File: config.mk
export PLATFORM = sky130hd
export DESIGN_NAME = arm_dp_sequencer
export DESIGN_NICKNAME = d
export VERILOG_FILES = /design/src/rtl/arm_dp_pkg.sv /design/src/rtl/arm_cond_check.sv /design/src/rtl/arm_dp_sequencer.sv
export SDC_FILE = /design/constraint.sdc
export NUM_CORES = 1
export LEC_CHECK = 0
export ABC_AREA = 0
export ABC_CLOCK_PERIOD_IN_PS = 1900
export CORE_MARGIN = 5
export CORE_UTILIZATION = 39
export DETAILED_ROUTE_END_ITERATION = 7
export MAX_ROUTING_LAYER = met4
export PLACE_DENSITY = 0.89
export SKIP_LAST_GASP = 1
export SYNTH_ARGS = -nofsm -noshare
export SYNTH_HDL_FRONTEND = slang
export SYNTH_HIERARCHICAL = 1
export SYNTH_SLANG_ARGS = --single-unit
File: constraint.sdc
create_clock -name clk -period 1.9 [get_ports clk]
set_input_delay 0.285 -clock clk [delete_from_list [all_inputs] [get_ports clk]]
set_output_delay 0.285 -clock clk [all_outputs]
set_load 0.01 [all_outputs]
File: src/rtl/arm_dp_pkg.sv
// arm_dp_pkg: shared states, opcodes, condition codes and rotate helper for the ARM data-processing sequencer
package arm_dp_pkg;
  typedef enum logic [1:0] {IDLE, READ, EXEC, WB} state_t;
  localparam logic [3:0] OP_AND = 4'h0, OP_EOR = 4'h1, OP_SUB = 4'h2, OP_RSB = 4'h3,
                         OP_ADD = 4'h4, OP_ADC = 4'h5, OP_SBC = 4'h6, OP_RSC = 4'h7,
                         OP_TST = 4'h8, OP_TEQ = 4'h9, OP_CMP = 4'ha, OP_CMN = 4'hb,
                         OP_ORR = 4'hc, OP_MOV = 4'hd, OP_BIC = 4'he, OP_MVN = 4'hf;
  localparam logic [4:0] ALU_BYPASS_B = 5'b10000;
  localparam logic [3:0] COND_EQ = 4'h0, COND_NE = 4'h1, COND_CS = 4'h2, COND_CC = 4'h3,
                         COND_MI = 4'h4, COND_PL = 4'h5, COND_VS = 4'h6, COND_VC = 4'h7,
                         COND_HI = 4'h8, COND_LS = 4'h9, COND_GE = 4'ha, COND_LT = 4'hb,
                         COND_GT = 4'hc, COND_LE = 4'hd, COND_AL = 4'he, COND_NV = 4'hf;
  localparam int FLAG_N = 3, FLAG_Z = 2, FLAG_C = 1, FLAG_V = 0;
  function automatic logic [31:0] rot_imm(input logic [11:0] f);
    logic [63:0] d;
    d = {24'b0, f[7:0], 24'b0, f[7:0]} >> {f[11:8], 1'b0};
    return d[31:0];
  endfunction
endpackage

File: src/rtl/arm_cond_check.sv
// arm_cond_check: evaluates an ARM condition field against NZCV
module arm_cond_check
  import arm_dp_pkg::*;
(
  input  logic [3:0] cond,
  input  logic [3:0] nzcv,
  output logic       pass
);
  logic n, z, c, v;
  assign n = nzcv[FLAG_N];
  assign z = nzcv[FLAG_Z];
  assign c = nzcv[FLAG_C];
  assign v = nzcv[FLAG_V];
  always_comb begin
    pass = 1'b0;
    case (cond)
      COND_EQ: pass = z;
      COND_NE: pass = !z;
      COND_CS: pass = c;
      COND_CC: pass = !c;
      COND_MI: pass = n;
      COND_PL: pass = !n;
      COND_VS: pass = v;
      COND_VC: pass = !v;
      COND_HI: pass = c && !z;
      COND_LS: pass = !c || z;
      COND_GE: pass = n == v;
      COND_LT: pass = n != v;
      COND_GT: pass = !z && (n == v);
      COND_LE: pass = z || (n != v);
      COND_AL: pass = 1'b1;
      default: pass = 1'b0;
    endcase
  end
endmodule

File: src/rtl/arm_dp_sequencer.sv
// arm_dp_sequencer: four-cycle ARM data-processing instruction sequencer driving register file and ALU
module arm_dp_sequencer
  import arm_dp_pkg::*;
#(
  parameter int DATA_W  = 32,
  parameter int RADDR_W = 4
) (
  input  logic               clk,
  input  logic               rst_n,
  input  logic               instr_valid,
  output logic               instr_ready,
  input  logic [31:0]        instr,
  output logic [RADDR_W-1:0] rf_raddr_a,
  output logic [RADDR_W-1:0] rf_raddr_b,
  input  logic [DATA_W-1:0]  rf_rdata_a,
  input  logic [DATA_W-1:0]  rf_rdata_b,
  output logic               rf_we,
  output logic [RADDR_W-1:0] rf_waddr,
  output logic [DATA_W-1:0]  rf_wdata,
  output logic [DATA_W-1:0]  alu_a,
  output logic [DATA_W-1:0]  alu_b,
  output logic [4:0]         alu_op,
  output logic               alu_s,
  output logic               alu_out_en,
  output logic [3:0]         alu_flags_in,
  input  logic [DATA_W-1:0]  alu_result,
  input  logic [3:0]         alu_flags,
  output logic [3:0]         flags,
  output logic               retired,
  output logic               illegal
);
  state_t state_q, state_d;
  logic [31:0] instr_q, instr_d;
  logic [3:0] flags_q, flags_d, aflags_q, aflags_d;
  logic [DATA_W-1:0] res_q, res_d;
  logic [RADDR_W-1:0] ra_q, ra_d, rb_q, rb_d;
  logic pass, bad, test_op, s_bit;
  logic [3:0] opc;
  arm_cond_check u_cond (.cond(instr_q[31:28]), .nzcv(flags_q), .pass(pass));
  assign opc = instr_q[24:21];
  assign test_op = opc[3:2] == 2'b10;
  assign s_bit = instr_q[20] || test_op;
  assign bad = instr_q[27:26] != 2'b00 || (!instr_q[25] && instr_q[4]);
  assign flags = flags_q;
  always_comb begin
    state_d = state_q;
    instr_d = instr_q;
    flags_d = flags_q;
    aflags_d = aflags_q;
    res_d = res_q;
    ra_d = ra_q;
    rb_d = rb_q;
    instr_ready = 1'b0;
    rf_raddr_a = ra_q;
    rf_raddr_b = rb_q;
    rf_we = 1'b0;
    rf_waddr = '0;
    rf_wdata = '0;
    alu_a = '0;
    alu_b = '0;
    alu_op = '0;
    alu_s = 1'b0;
    alu_out_en = 1'b0;
    alu_flags_in = '0;
    retired = 1'b0;
    illegal = 1'b0;
    case (state_q)
      IDLE: begin
        instr_ready = 1'b1;
        instr_d = instr_valid ? instr : instr_q;
        state_d = instr_valid ? READ : IDLE;
      end
      READ: begin
        ra_d = RADDR_W'(instr_q[19:16]);
        rb_d = RADDR_W'(instr_q[3:0]);
        rf_raddr_a = ra_d;
        rf_raddr_b = rb_d;
        retired = !pass;
        illegal = pass && bad;
        state_d = (!pass || bad) ? IDLE : EXEC;
      end
      EXEC: begin
        alu_a = rf_rdata_a;
        alu_b = instr_q[25] ? DATA_W'(rot_imm(instr_q[11:0])) : rf_rdata_b;
        alu_op = opc == OP_MOV ? ALU_BYPASS_B : {1'b0, opc};
        alu_s = s_bit;
        alu_out_en = 1'b1;
        alu_flags_in = flags_q;
        res_d = alu_result;
        aflags_d = alu_flags;
        state_d = WB;
      end
      WB: begin
        rf_we = !test_op;
        rf_waddr = test_op ? '0 : RADDR_W'(instr_q[15:12]);
        rf_wdata = test_op ? '0 : res_q;
        flags_d = s_bit ? aflags_q : flags_q;
        retired = 1'b1;
        state_d = IDLE;
      end
      default: state_d = IDLE;
    endcase
  end
  always_ff @(posedge clk or negedge rst_n) begin
    if (!rst_n) begin
      state_q <= IDLE;
      instr_q <= '0;
      flags_q <= '0;
      aflags_q <= '0;
      res_q <= '0;
      ra_q <= '0;
      rb_q <= '0;
    end else begin
      state_q <= state_d;
      instr_q <= instr_d;
      flags_q <= flags_d;
      aflags_q <= aflags_d;
      res_q <= res_d;
      ra_q <= ra_d;
      rb_q <= rb_d;
    end
  end
endmodule

==> out/summary.txt <==
Hold Fails Final Rpt -> 0
RSZ-0062 raised after global routing -> true
Synth top cells by count -> 120 x nand2_1, 82 x dfrtp_1, 76 x and2_1
Critical path's slowest cell -> dfrtp_1
Area Overhead vs Synth -> 101%
Syn_area_per_cell -> 9.15 um^2
Post-DP HPWL -> 13,200 um
Distinct cells, synth -> 51
Slew @ Worst Pin -> 0.454 ns
Util after Layout -> 79.5%
Crit-path cells -> buf_6 > buf_12 > buf_6 > nor4b_4 > o21bai_1 > a31oi_1 > buf_2
Maxcap violations -> 0
Clock root buffer -> clkbuf_16
Most frequent cell after synthesis -> nand2_1
Synth Instances -> 515
Min-delay worst type -> in -> async
Vias in the first global route -> 5,782
CTS tree -> yes
Global-route wire length before repair -> 28,800 um
Die W -> 120 um
Internal -> 8.71 mW
Mapped Nets -> 650
Violated checks -> negative setup slack
DIE AREA -> 14,400 um^2
Slowest stage delay, CP -> 0.42 ns
Synth area leader -> dfrtp_1
Worst Reg2Reg Path Length in Cells -> 7
RR Startpoint -> instr_q[30]
Initial Utilization -> 39.6%
Post-synth top area share -> 43.5%
Critical path data required time -> 1.62 ns
Largest cells by area after synthesis -> dfrtp_1 44%, mux2_2 11%, and2_1 10%, nand2_1 9.6%, o21ai_0 2.5%
Clock network fraction of total power -> 13.4%
Seq cells post-synth -> 82
Iter 0 DRT Violations -> 232
Switching share of power -> 37.6%
Most frequent CP cell -> buf_6
CP max FO -> 8
Sequential power share -> 23.9%
H-tree levels -> 3
Core Box Area -> 11,900 um^2
Status -> complete, but fails checks
Worst Slack Setup Final -> -0.447 ns
RD Place Congestion -> 0.916
Cell Pwr Density -> 1470 nW/um^2
Antenna violations before repair -> 0
Setup TNS -> -16.14 ns
Overall routed net length -> 20,500 um
Final net count -> 1,023
CTS Buffer Depth -> 2
Leakage -> 4.56 nW
Fin crit period -> 2.35 ns
DRT antenna net count -> 0
Psw -> 5.25 mW
Largest net degree at the start of global routing -> 45
Gr usage total -> 25.6%
Type of the worst setup path -> reg -> out
Drc violations -> 0
Ys flop type -> dfrtp_1
Drt pass-1 iters -> 4
Max Slew Vio Count -> 0
Post-synth EDFFs -> 0
Via count -> 5,553
F_max -> 426 MHz
Setup violators final -> 104
Post-synthesis async set-or-reset flop share -> 100%
Wire length per cell -> 19.7 um
Startpoint types -> flop
Input/output buffers -> 261
CP arrival -> 2.06 ns
Io pins -> 262
Mean number of vias per cell -> 5.34
Cell row count -> 40
CTS buffer count -> 9
Relative slew slack -> 69.7%
Post-Syn Area -> 4710 um^2
Ys Warns -> 6
Comb pwr share -> 62.8%
Worst clock skew -> 0.00913 ns
Setup WS pre-CTS -> -0.523 ns
Fin crit share -> 124%
Clock sink total -> 82
GRT overflow -> 0
# diodes -> 0
Layout cells sized above 1 -> 49.3%
Die Span Y -> 120 um
Skew-Pair Late Insertion Delay -> 0.33 ns
Peak VDD IR -> 601 uV
Clock slew seen by the registers of the worst setup and hold paths -> 0.06 ns
Sequential area share after synthesis -> 43.5%
Reg2reg setup slack -> -0.06 ns
Crit end category -> output port
## cells in the final DEF (no fill, tap or decap), drive strengths merged, types with 5 or more instances in the layout
cell type / instances
dfrtp: 82
a22o: 10
nand3: 10
mux2: 51
o21bai: 5
nor2: 11
a221oi: 5
nand2: 120
o21ai: 24
a31oi: 5
clkbuf: 15
a21oi: 15
buf: 253
nor2b: 8
clkdlybuf4s50: 137
and2: 77
## final cells by class
type	count	area (um^2)
clock inverters	5	77.6
inverters	4	27.5
multi-input cells	392	3040
fillers	640	2450
flip-flops and latches	82	2060
clock buffers	11	243
repair buffers	399	3830
well taps	147	184
## kinds of logic after synthesis
kind of cell              Yosys count  share of synthesized area [%]
buffers and inverters              41                           4.01
AOI/OAI and AO/OA                  82                           11.6
DFF                                82                           43.5
and+or+nand+nor                   255                           27.5
muxes                              53                           12.8
xor gates and xnor gates            2                          0.531
## layer usage
metal  global-route usage (%)  vias to the layer above  share of wire [%]
met5                        -                        -                  0
met2                     46.0                      327                 53
met1                     27.6                     2666                 37
li1                         -                     2514                  -
met3                     4.62                       46                7.9
met4                     10.9                        0                3.0
## power groups by stage
stage               clock (mW)  sequential, mW  combinational [mW]
finish                    1.87            3.33                8.76
global route              1.97            3.44                9.24
CTS                       1.89            3.28                7.21
detailed placement           0            3.24                6.13
global placement             0            3.17                5.95
floorplan                    0            3.07                3.11
## sequential cells by signal, indices dropped and copies added (netlist names), named ones only
register / cells
aflags_q: 4
flags: 4
instr_q: 32
ra_q: 4
rb_q: 4
res_q: 32
state_q: 1
## worst max-delay path: cells and delay by family (launching register included)
kind            cells  cell delay, ns
compound gates      2            0.40
buf+inv             4            0.62
flops               1            0.42
simple gates        1            0.30
## how the worst max path moves through the flow
| stage | start | to | slack [ns] |
|---|---|---|---|
| 6_report | instr_q[8] | alu_b[7] | -0.45 |
| 5_1_grt | instr_q[30] | retired | -0.50 |
| 4_1_cts | flags[2] | retired | -0.38 |
| 3_5_place_dp | flags[3] | retired | -0.52 |
| 3_3_place_gp | flags[3] | retired | -0.46 |
| 2_1_floorplan | flags[3] | retired | 0.03 |
## through the flow
step	std cells	total power, mW	hold WS (ns)	area, um^2
3_5_place_dp	963	9.37	0.146	8020
5_1_grt	1040	14.6	0.372	9470
2_1_floorplan	515	6.18	-0.0106	4710
3_3_place_gp	963	9.12	0.144	8020
4_1_cts	1017	12.4	0.335	8560
6_report	1040	14.0	0.344	9470
## repair_timing
| action | CTS | global route |
|---|---|---|
| endpoints found under the hold margin | 12 | 0 |
| hold buffers | 1 | 0 |
| buffers inserted | 33 | 22 |
| pin swaps | 33 | 73 |
| cloned | 4 | 4 |
| gates resized for setup | 575 | 208 |
| endpoints found under the setup margin | 123 | 113 |
Power figures use the tool's default switching activity.
